$ cat src/rtl/ehl_gpio_master.sv
// Command-queued register-bus master: FIFO of write/read/RMW commands executed one at a
// time against a simple strobe-based target, with a held response channel.
module ehl_gpio_master #(
  parameter int WIDTH        = 32,
  parameter int FIFO_DEPTH   = 4,
  parameter int READ_LATENCY = 0
) (
  input  logic             clk,
  input  logic             reset,
  input  logic             cmd_valid,
  output logic             cmd_ready,
  input  logic [1:0]       cmd_op,
  input  logic [5:0]       cmd_addr,
  input  logic [WIDTH-1:0] cmd_data,
  input  logic [WIDTH-1:0] cmd_mask,
  output logic             wr,
  output logic             rd,
  output logic [5:0]       addr,
  output logic [WIDTH-1:0] bus_wdata,
  input  logic [WIDTH-1:0] bus_rdata,
  input  logic             bus_err,
  output logic             rsp_valid,
  input  logic             rsp_ready,
  output logic [WIDTH-1:0] rsp_data,
  output logic             rsp_err,
  output logic             busy
);

  localparam int AW = (FIFO_DEPTH > 2) ? $clog2(FIFO_DEPTH) : 1;
  localparam logic LAT1 = (READ_LATENCY != 0);

  localparam logic [2:0] S_IDLE   = 3'd0;
  localparam logic [2:0] S_RD     = 3'd1;
  localparam logic [2:0] S_RDWAIT = 3'd2;
  localparam logic [2:0] S_WR     = 3'd3;
  localparam logic [2:0] S_RESP   = 3'd4;

  localparam logic [1:0] OP_WR  = 2'b00;
  localparam logic [1:0] OP_RD  = 2'b01;
  localparam logic [1:0] OP_RMW = 2'b10;

  logic [1:0]       r_fop   [FIFO_DEPTH];
  logic [5:0]       r_faddr [FIFO_DEPTH];
  logic [WIDTH-1:0] r_fdata [FIFO_DEPTH];
  logic [WIDTH-1:0] r_fmask [FIFO_DEPTH];
  logic [AW-1:0]    r_wp, r_rp;
  logic [AW:0]      r_cnt;

  logic [2:0]       r_state, w_state_nxt;
  logic [1:0]       r_op;
  logic [5:0]       r_caddr;
  logic [WIDTH-1:0] r_cdata, r_cmask, r_old;
  logic             r_wr, r_rd, r_rsp_valid, r_rsp_err;
  logic [5:0]       r_addr;
  logic [WIDTH-1:0] r_wdata, r_rsp_data;

  logic             w_full, w_empty, w_push, w_pop, w_cap;
  logic [5:0]       w_addr_nxt;
  logic [WIDTH-1:0] w_wdata_nxt;

  function automatic logic [WIDTH-1:0] rmw_merge(input logic [WIDTH-1:0] old_v,
                                                 input logic [WIDTH-1:0] new_v,
                                                 input logic [WIDTH-1:0] mask_v);
    return (old_v & ~mask_v) | (new_v & mask_v);
  endfunction

  assign w_full    = (r_cnt == (AW+1)'(FIFO_DEPTH));
  assign w_empty   = (r_cnt == {(AW+1){1'b0}});
  assign w_push    = cmd_valid & ~w_full;
  assign w_pop     = (r_state == S_IDLE) & ~w_empty;
  assign w_cap     = LAT1 ? (r_state == S_RDWAIT) : (r_state == S_RD);
  assign cmd_ready = ~w_full;
  assign busy      = ~w_empty | (r_state != S_IDLE);

  assign wr        = r_wr;
  assign rd        = r_rd;
  assign addr      = r_addr;
  assign bus_wdata = r_wdata;
  assign rsp_valid = r_rsp_valid;
  assign rsp_data  = r_rsp_data;
  assign rsp_err   = r_rsp_err;

  // FIFO payload storage; pointers alone define validity, so no reset needed here
  always_ff @(posedge clk) begin
    if (w_push) begin
      r_fop[r_wp]   <= cmd_op;
      r_faddr[r_wp] <= cmd_addr;
      r_fdata[r_wp] <= cmd_data;
      r_fmask[r_wp] <= cmd_mask;
    end
  end

  // FIFO pointers and occupancy
  always_ff @(posedge clk or posedge reset) begin
    if (reset) begin
      r_wp  <= {AW{1'b0}};
      r_rp  <= {AW{1'b0}};
      r_cnt <= {(AW+1){1'b0}};
    end else begin
      if (w_push) r_wp <= r_wp + AW'(1);
      if (w_pop)  r_rp <= r_rp + AW'(1);
      case ({w_push, w_pop})
        2'b10:   r_cnt <= r_cnt + (AW+1)'(1);
        2'b01:   r_cnt <= r_cnt - (AW+1)'(1);
        default: r_cnt <= r_cnt;
      endcase
    end
  end

  // Next state plus the strobe address/data for the state being entered
  always_comb begin
    w_state_nxt = r_state;
    w_addr_nxt  = 6'd0;
    w_wdata_nxt = {WIDTH{1'b0}};
    case (r_state)
      S_IDLE: begin
        if (!w_empty) begin
          case (r_fop[r_rp])
            OP_WR: begin
              w_state_nxt = S_WR;
              w_addr_nxt  = r_faddr[r_rp];
              w_wdata_nxt = r_fdata[r_rp];
            end
            OP_RD, OP_RMW: begin
              w_state_nxt = S_RD;
              w_addr_nxt  = r_faddr[r_rp];
            end
            default: w_state_nxt = S_RESP;
          endcase
        end else begin
          w_state_nxt = S_IDLE;
        end
      end
      S_RD, S_RDWAIT: begin
        if (!w_cap) begin
          w_state_nxt = S_RDWAIT;
        end else if ((r_op == OP_RMW) && !bus_err) begin
          w_state_nxt = S_WR;
          w_addr_nxt  = r_caddr;
          w_wdata_nxt = rmw_merge(bus_rdata, r_cdata, r_cmask);
        end else begin
          w_state_nxt = S_RESP;
        end
      end
      S_WR: w_state_nxt = S_RESP;
      S_RESP: begin
        if (rsp_ready) w_state_nxt = S_IDLE;
        else           w_state_nxt = S_RESP;
      end
      default: w_state_nxt = S_IDLE;
    endcase
  end

  // FSM state, current command, registered bus strobes and response
  always_ff @(posedge clk or posedge reset) begin
    if (reset) begin
      r_state     <= S_IDLE;
      r_op        <= 2'b00;
      r_caddr     <= 6'd0;
      r_cdata     <= {WIDTH{1'b0}};
      r_cmask     <= {WIDTH{1'b0}};
      r_old       <= {WIDTH{1'b0}};
      r_wr        <= 1'b0;
      r_rd        <= 1'b0;
      r_addr      <= 6'd0;
      r_wdata     <= {WIDTH{1'b0}};
      r_rsp_valid <= 1'b0;
      r_rsp_data  <= {WIDTH{1'b0}};
      r_rsp_err   <= 1'b0;
    end else begin
      r_state     <= w_state_nxt;
      r_wr        <= (w_state_nxt == S_WR);
      r_rd        <= (w_state_nxt == S_RD);
      r_addr      <= w_addr_nxt;
      r_wdata     <= w_wdata_nxt;
      r_rsp_valid <= (w_state_nxt == S_RESP);
      if (w_pop) begin
        r_op    <= r_fop[r_rp];
        r_caddr <= r_faddr[r_rp];
        r_cdata <= r_fdata[r_rp];
        r_cmask <= r_fmask[r_rp];
        // reserved op answers straight away with an error and no bus access
        r_rsp_data <= {WIDTH{1'b0}};
        r_rsp_err  <= (r_fop[r_rp] == 2'b11);
      end
      if (w_cap) begin
        r_old      <= bus_rdata;
        r_rsp_data <= bus_rdata;
        r_rsp_err  <= bus_err;
      end
      if (r_state == S_WR) begin
        r_rsp_data <= (r_op == OP_RMW) ? r_old : {WIDTH{1'b0}};
        r_rsp_err  <= bus_err;
      end
    end
  end

endmodule

$ cat config.mk
export PLATFORM = sky130hd
export DESIGN_NAME = ehl_gpio_master
export DESIGN_NICKNAME = d
export VERILOG_FILES = /design/src/rtl/ehl_gpio_master.sv
export SDC_FILE = /design/constraint.sdc
export NUM_CORES = 1
export LEC_CHECK = 0
export ABC_CLOCK_PERIOD_IN_PS = 7900
export BUFFER_PORTS_ARGS = -buffer_cell sky130_fd_sc_hd__buf_2
export CAP_MARGIN = 30
export CORE_MARGIN = 8
export CORE_UTILIZATION = 30
export CTS_CLUSTER_SIZE = 8
export DETAILED_ROUTE_END_ITERATION = 8
export PLACE_DENSITY = 0.42
export SLEW_MARGIN = 40
export SYNTH_ARGS = -nofsm -noshare
export SYNTH_HDL_FRONTEND = slang
export SYNTH_SLANG_ARGS = --single-unit
$ cat constraint.sdc
create_clock -name clk -period 7.9 [get_ports clk]
set_clock_uncertainty 0.05 [all_clocks]
set_input_delay 1.58 -clock clk [delete_from_list [all_inputs] [get_ports clk]]
set_output_delay 1.58 -clock clk [all_outputs]
set_load 0.005 [all_outputs]
# Yosys cells after proc, flatten, opt, wreduce, memory -nomap -nowiden
# Memories as Yosys holds them, arrays and structs flattened. A register that Yosys moved wholly into a read port is not among the register bits.
# Index checks and enable logic that the tools add are counted.
totals:
  reg_bits: 156
  latch_bits: 0
  ramBits: 288
  rom_bits: 0
  inputBits: 109
  out_inout_bits: 76
  word_cells: 83
  memories: 4
classes:
  add_sub_neg: 4
  mul: 0
  div_mod_pow: 0
  magnitude_cmp: 0
  eq_ne: 14
  shifts: 0
  n_mux: 26
  bitwise_logic: 9
  n_reduce_logical: 11
mem_list:
  columns: ["name", "words", "word_bits", "read_ports", "rd_clocked_by_memory_dff", "write_ports", "line", "source"]
  rows:
  - ["r_fdata", 4, 32, 1, 0, 1, "44", "logic [WIDTH-1:0] r_fdata [FIFO_DEPTH];"]
  - ["r_fmask", 4, 32, 1, 1, 1, "45", "logic [WIDTH-1:0] r_fmask [FIFO_DEPTH];"]
  - ["r_faddr", 4, 6, 1, 0, 1, "43", "logic [5:0] r_faddr [FIFO_DEPTH];"]
  - ["r_fop", 4, 2, 1, 0, 1, "42", "logic [1:0] r_fop [FIFO_DEPTH];"]
ops:
  columns: ["op", "n"]
  rows:
  - ["2-to-1 mux 32 bit", 8]
  - ["bitwise AND 32 bit", 2]
  - ["one-hot mux 32 bit (2 select lines)", 1]
  - ["inverter 32 bit", 1]
  - ["bitwise OR 32 bit", 1]
  - ["2-to-1 mux 6 bit", 4]
  - ["2-to-1 mux 3 bit", 4]
  - ["one-hot mux 3 bit (2 select lines)", 2]
  - ["one-hot mux 3 bit (4 select lines)", 1]
  - ["one-hot mux 6 bit (2 select lines)", 1]
  - ["== test 3 x 2 -> 1 bit, second input constant", 3]
  - ["== test 3 bit, second input constant", 3]
  - ["== test 2 bit, second input constant", 4]
  - ["== test 3 x 1 -> 1 bit, second input constant", 2]
  - ["logical NOT 3 bit", 2]
  - ["nonzero test 3 bit", 2]
  - ["2-to-1 mux 1 bit", 5]
  - ["adder 2 x 1 -> 2 bit, second input constant", 2]
  - ["== test 2 x 1 -> 1 bit, second input constant", 2]
  - ["OR reduction 2 bit", 2]
  - ["adder 3 x 1 -> 3 bit, second input constant", 1]
  - ["OR reduction 3 bit", 1]
  - ["subtractor 3 x 1 -> 3 bit, second input constant", 1]
  - ["bitwise AND 1 bit", 2]
  - ["other kinds (6)", 7]

# Depth between registers and ports, before layout
# An unclocked memory read counts as a cell.
depth:
  word_depth: 7
  depth_mapped: 12
  mapped_depth_nobuf: 10

# Least setup slack after synthesis
# No wires, ideal clock.
synth_timing:
  path_kind: "input-to-reg"
  start: "input cmd_valid"
  end: "memory r_faddr[0][0] (enable)"
  setup_time_ps: 439
  arrival_time_ps: 3304
  t_required_ps: 7411
  path_slack_ps: 4107
  stages: 1
  path_buffers: 0
  cell_sequence: "and3_1"
synth_via:
  elab_chain_len: 3
synth_rtl:
  columns: ["element", "line", "source"]
  rows:
  - ["from (decl)", "10", "input logic cmd_valid,"]
  - ["bitwise AND 1 bit", "69", "assign w_push = cmd_valid & ~w_full;"]
  - ["2-to-1 mux 1 bit", "85", "if (w_push) begin"]
  - ["2-to-1 mux 1 bit (not written as such)", "87", "r_faddr[r_wp] <= cmd_addr;"]
  - ["to (decl)", "43", null]
# No other way between the ends.

# Final worst setup path
layout_timing:
  start: "register r_state[0]"
  end: "output busy"
layout_via:
  elab_chain_len: 2
layout_rtl:
  columns: ["element", "line", "source"]
  rows:
  - ["from (decl)", "49", "logic [2:0] r_state, w_state_nxt;"]
  - ["from (signal assigned)", "171", "r_state <= w_state_nxt;"]
  - ["nonzero test 3 bit", "73", "assign busy = ~w_empty | (r_state != S_IDLE);"]
  - ["bitwise OR 1 bit", "73", null]
  - ["to (decl)", "26", "output logic busy"]
# No other way between the ends.

==> impl_metrics.xml <==
<?xml version="1.0" encoding="UTF-8"?>
<metrics>
  <group name="die">
    <metric name="die-area" unit="mm²">0.0683</metric>
    <metric name="initial_utilization" unit="%">30.1</metric>
    <metric name="boundary_pin_count" unit="">185</metric>
    <metric name="core_area" unit="mm²">0.0599</metric>
    <metric name="fp-row-count" unit="">90</metric>
    <metric name="die_w" unit="µm">261</metric>
    <metric name="die_height" unit="µm">261</metric>
  </group>
  <group name="logic_synthesis">
    <metric name="count_of_flip_flops_with_a_built_in_enable_after_synthesis" unit="">288</metric>
    <metric name="synthesis.instances" unit="">1031</metric>
    <metric name="synth_seq_area_share" unit="%">74.0</metric>
    <metric name="yosys_register_bits" unit="">476</metric>
    <metric name="yosys_warnings" unit="">0</metric>
    <metric name="syn-cell-area" unit="mm²">0.0181</metric>
    <metric name="yosysUniqueCellTypes" unit="">39</metric>
    <metric name="synth_async_sr_flop_share" unit="%">39.5</metric>
    <metric name="synth_flop_cell" unit="">sky130_fd_sc_hd__edfxtp_1</metric>
    <metric name="syn_nets" unit="">1146</metric>
    <metric name="synth.avg_cell_area" unit="µm²">17.5</metric>
  </group>
  <group name="sta">
    <metric name="hold-worst-slack" unit="ns">0.416</metric>
    <metric name="report.final.slew_viol_count" unit="">0</metric>
    <metric name="report.final.setup_viol" unit="">0</metric>
    <metric name="fmaxAchievable" unit="MHz">299</metric>
    <metric name="worst_slew_pin_slew" unit="ns">0.777</metric>
    <metric name="timing.max_slew.rel_slack" unit="%">48.2</metric>
    <metric name="fin_crit" unit="ns">3.35</metric>
    <metric name="post_route_fraction_of_the_period_consumed_by_the_critical_path" unit="%">42.4</metric>
    <metric name="timing_hold_violations_final" unit="">0</metric>
    <metric name="finalSetupTns" unit="ns">0</metric>
    <metric name="rsz0062_at_grt" unit="">false</metric>
  </group>
  <group name="routing">
    <metric name="remaining_drcs" unit="">0</metric>
    <metric name="drt-wirelength-per-cell" unit="µm">22.4</metric>
    <metric name="detail_route.first_pass.iterations" unit="">4</metric>
    <metric name="routed_vias" unit="">9703</metric>
    <metric name="drt_wl_total" unit="µm">46500</metric>
    <metric name="ant_nets" unit="">0</metric>
    <metric name="drt_iter0_drc" unit="">563</metric>
    <metric name="post_drt_via_cell_ratio" unit="">4.67</metric>
  </group>
  <group name="setup_path">
    <metric name="path_cells" unit="">nor3_1 &gt; nand2_1 &gt; buf_2</metric>
    <metric name="top_family_by_delay_on_critical_path" unit="">simple AND/OR/NAND/NOR gates</metric>
    <metric name="critical_path.max_fanout" unit="">6</metric>
    <metric name="slowest_stage" unit="">sky130_fd_sc_hd__dfrtp_1</metric>
    <metric name="critical_path.max_stage_delay" unit="ns">0.46</metric>
    <metric name="cp-start-kind" unit="">flop</metric>
    <metric name="critPathRequiredTime" unit="ns">6.27</metric>
    <metric name="timing.setup.critical_path_class" unit="">flop to output port</metric>
    <metric name="critPathArrivalTime" unit="ns">1.72</metric>
    <metric name="cp_num_buf_inv" unit="">1</metric>
    <metric name="cp-end-kind" unit="">output port</metric>
  </group>
  <group name="cts">
    <metric name="clock_sinks" unit="">476</metric>
    <metric name="clock_tree.root_cell" unit="">sky130_fd_sc_hd__clkbuf_16</metric>
    <metric name="worstSkewPairLatency" unit="ns">0.57</metric>
    <metric name="worst_setup_hold_path_clk_slew" unit="ns">0.05</metric>
    <metric name="cts-root-to-sink-buffers" unit="">3</metric>
    <metric name="post_cts_buffers" unit="">0</metric>
    <metric name="ctsResizeCount" unit="">0</metric>
    <metric name="cts_tree" unit="">done</metric>
    <metric name="cts_made_buffers" unit="">69</metric>
    <metric name="ctsHtreeMaxLevel" unit="">3</metric>
    <metric name="cts_hold_repair.buffers" unit="">0</metric>
  </group>
  <group name="cells_and_area">
    <metric name="mostFrequentLayoutCell" unit="">sky130_fd_sc_hd__edfxtp_1</metric>
    <metric name="final_cell_mix" unit="">sky130_fd_sc_hd__edfxtp_1, sky130_fd_sc_hd__dfrtp_1, sky130_fd_sc_hd__buf_2</metric>
    <metric name="post_route_cells_drive_above_1_share" unit="%">31.8</metric>
    <metric name="multiInputGateArea" unit="mm²">0.00446</metric>
    <metric name="final_nets" unit="">1362</metric>
    <metric name="ff_latch_area" unit="mm²">0.0134</metric>
    <metric name="synthToLayoutAreaGrowth" unit="%">21.4</metric>
    <metric name="fillerInstances" unit="">5681</metric>
  </group>
  <group name="worst_hold_path">
    <metric name="hold_path.class" unit="">flop to flop</metric>
  </group>
  <group name="global_routing">
    <metric name="grt_pass1_wl" unit="µm">69800</metric>
    <metric name="number_of_global_route_vias_before_repair" unit="">10400</metric>
    <metric name="largest_net_degree_at_the_start_of_global_routing" unit="">71</metric>
    <metric name="number_of_antenna_violations_at_the_first_check_in_global_routing" unit="">19</metric>
    <metric name="grt.overflow.total" unit="">0</metric>
    <metric name="grt.total_usage" unit="%">13.8</metric>
  </group>
  <group name="power_and_ir_drop">
    <metric name="powerDensity" unit="mW/mm²">414</metric>
    <metric name="peakVddDrop" unit="mV">0.161</metric>
    <metric name="power.static_leakage" unit="nW">8.96</metric>
  </group>
  <group name="placed_design">
    <metric name="detailedPlacementHpwl" unit="µm">29400</metric>
    <metric name="port_buffers" unit="">184</metric>
    <metric name="gp_routability_congestion" unit="">0.703</metric>
  </group>
  <group name="run">
    <metric name="drv.max_cap_violation_count" unit="">0</metric>
  </group>
  <group name="status">
    <metric name="outcome" unit="">completed</metric>
  </group>
</metrics>
==> final cells by class <==
type | instances | share of cell area [%]
clock buffer | 117 | 9.08
antenna | 3 | 0.0342
sequential | 476 | 60.9
tap | 782 | 4.46
timing repair buffer | 198 | 4.84
multi-input combinational | 488 | 20.3
clock inverter | 1 | 0.0228
inverter | 14 | 0.280
==> state kept, by name, indices dropped and copies added (netlist names), 6 cells and up <==
register,count
r_faddr,24
r_cdata,32
rsp_data,32
r_fop,8
bus_wdata,32
r_old,32
addr,6
r_fdata,128
r_caddr,6
r_cmask,32
r_fmask,128
==> kinds of logic (layout without fill, tap and decap cells) <==
family / count (synthesis) / in the layout / share of synthesized area [%]
multiplexers: 139 / 139 / 12.9
buffers and inverters: 67 / 330 / 1.68
flip-flops: 476 / 476 / 74.0
XOR/XNOR: 7 / 7 / 0.340
AND/OR/NAND/NOR: 212 / 212 / 4.83
other: 0 / 3 / 0
AO/OA/AOI/OAI: 124 / 124 / 5.79
adder cells (fa/ha/maj): 6 / 6 / 0.457
==> path summary, 6_finish.rpt <==
kind                                          start                  endpoint  slack (ns)  cells after the start
setup / recovery               r_state[0]$_DFF_PP0_                      busy        4.55                      3
hold / removal             rsp_data[16]$_DFFE_PP0P_  rsp_data[16]$_DFFE_PP0P_        0.42                      1
setup reg to reg               r_state[0]$_DFF_PP0_      r_cnt[2]$_DFFE_PP0P_        4.77                     10
hold reg to reg            rsp_data[16]$_DFFE_PP0P_  rsp_data[16]$_DFFE_PP0P_        0.42                      1
max in group asynchronous                     reset       r_rp[1]$_DFFE_PP0P_        5.78                      3
min in group asynchronous                     reset         addr[0]$_DFF_PP0_        0.97                      2
==> per-stage QoR <==
stage          instances  instance area (µm²)  utilization, %  power, mW  worst slack (ns)
6_report            2079                21900            36.6       9.08              4.55
5_1_grt             2076                21900            36.6       9.66              4.45
4_1_cts             2076                21900            36.6       9.29              4.49
3_5_place_dp        1958                19900            33.2       6.50              4.39
3_3_place_gp        1956                19900            33.2       6.43              4.41
2_1_floorplan       1031                18100               -       5.55              1.16
==> Yosys cell counts, drive strengths merged, types with 2 or more instances <==
master,number,area [µm²]
inv,13,48.8
clkbuf,29,109
nand2,179,672
and2,12,75.1
o2bb2ai,10,87.6
edfxtp,288,8650
mux2i,34,340
xnor2,5,43.8
nand3,3,15.0
buf,24,141
nor3,2,10.0
mux4,72,1630
mux2,33,372
o22ai,29,300
and3,4,25.0
o21ai,8,40.0
ha,5,62.6
o211ai,2,15.0
a21o,42,315
dfrtp,188,4700
a22o,32,280
nand2b,2,12.5
xor2,2,17.5
nor2,5,21.3
==> metal layers <==
| layer | part of all wire, % | wire [µm] | global-route usage, % | vias to the layer above |
|---|---|---|---|---|
| met3 | 5.0 | 2310 | 3.50 | 96 |
| met5 | 0.17 | 79 | 0 | - |
| met2 | 47 | 22000 | 21.9 | 204 |
| li1 | - | - | - | 4346 |
| met1 | 45 | 21000 | 18.2 | 5045 |
| met4 | 2.5 | 1160 | 4.86 | 12 |
==> power breakdown <==
part,switching [mW],leakage [nW],internal (mW)
Clock,1.03,0.955,1.69
Combinational,1.43,2.98,1.10
Sequential,0.377,5.02,3.45
Total,2.84,8.96,6.24
(Power assumes the default switching activity.)
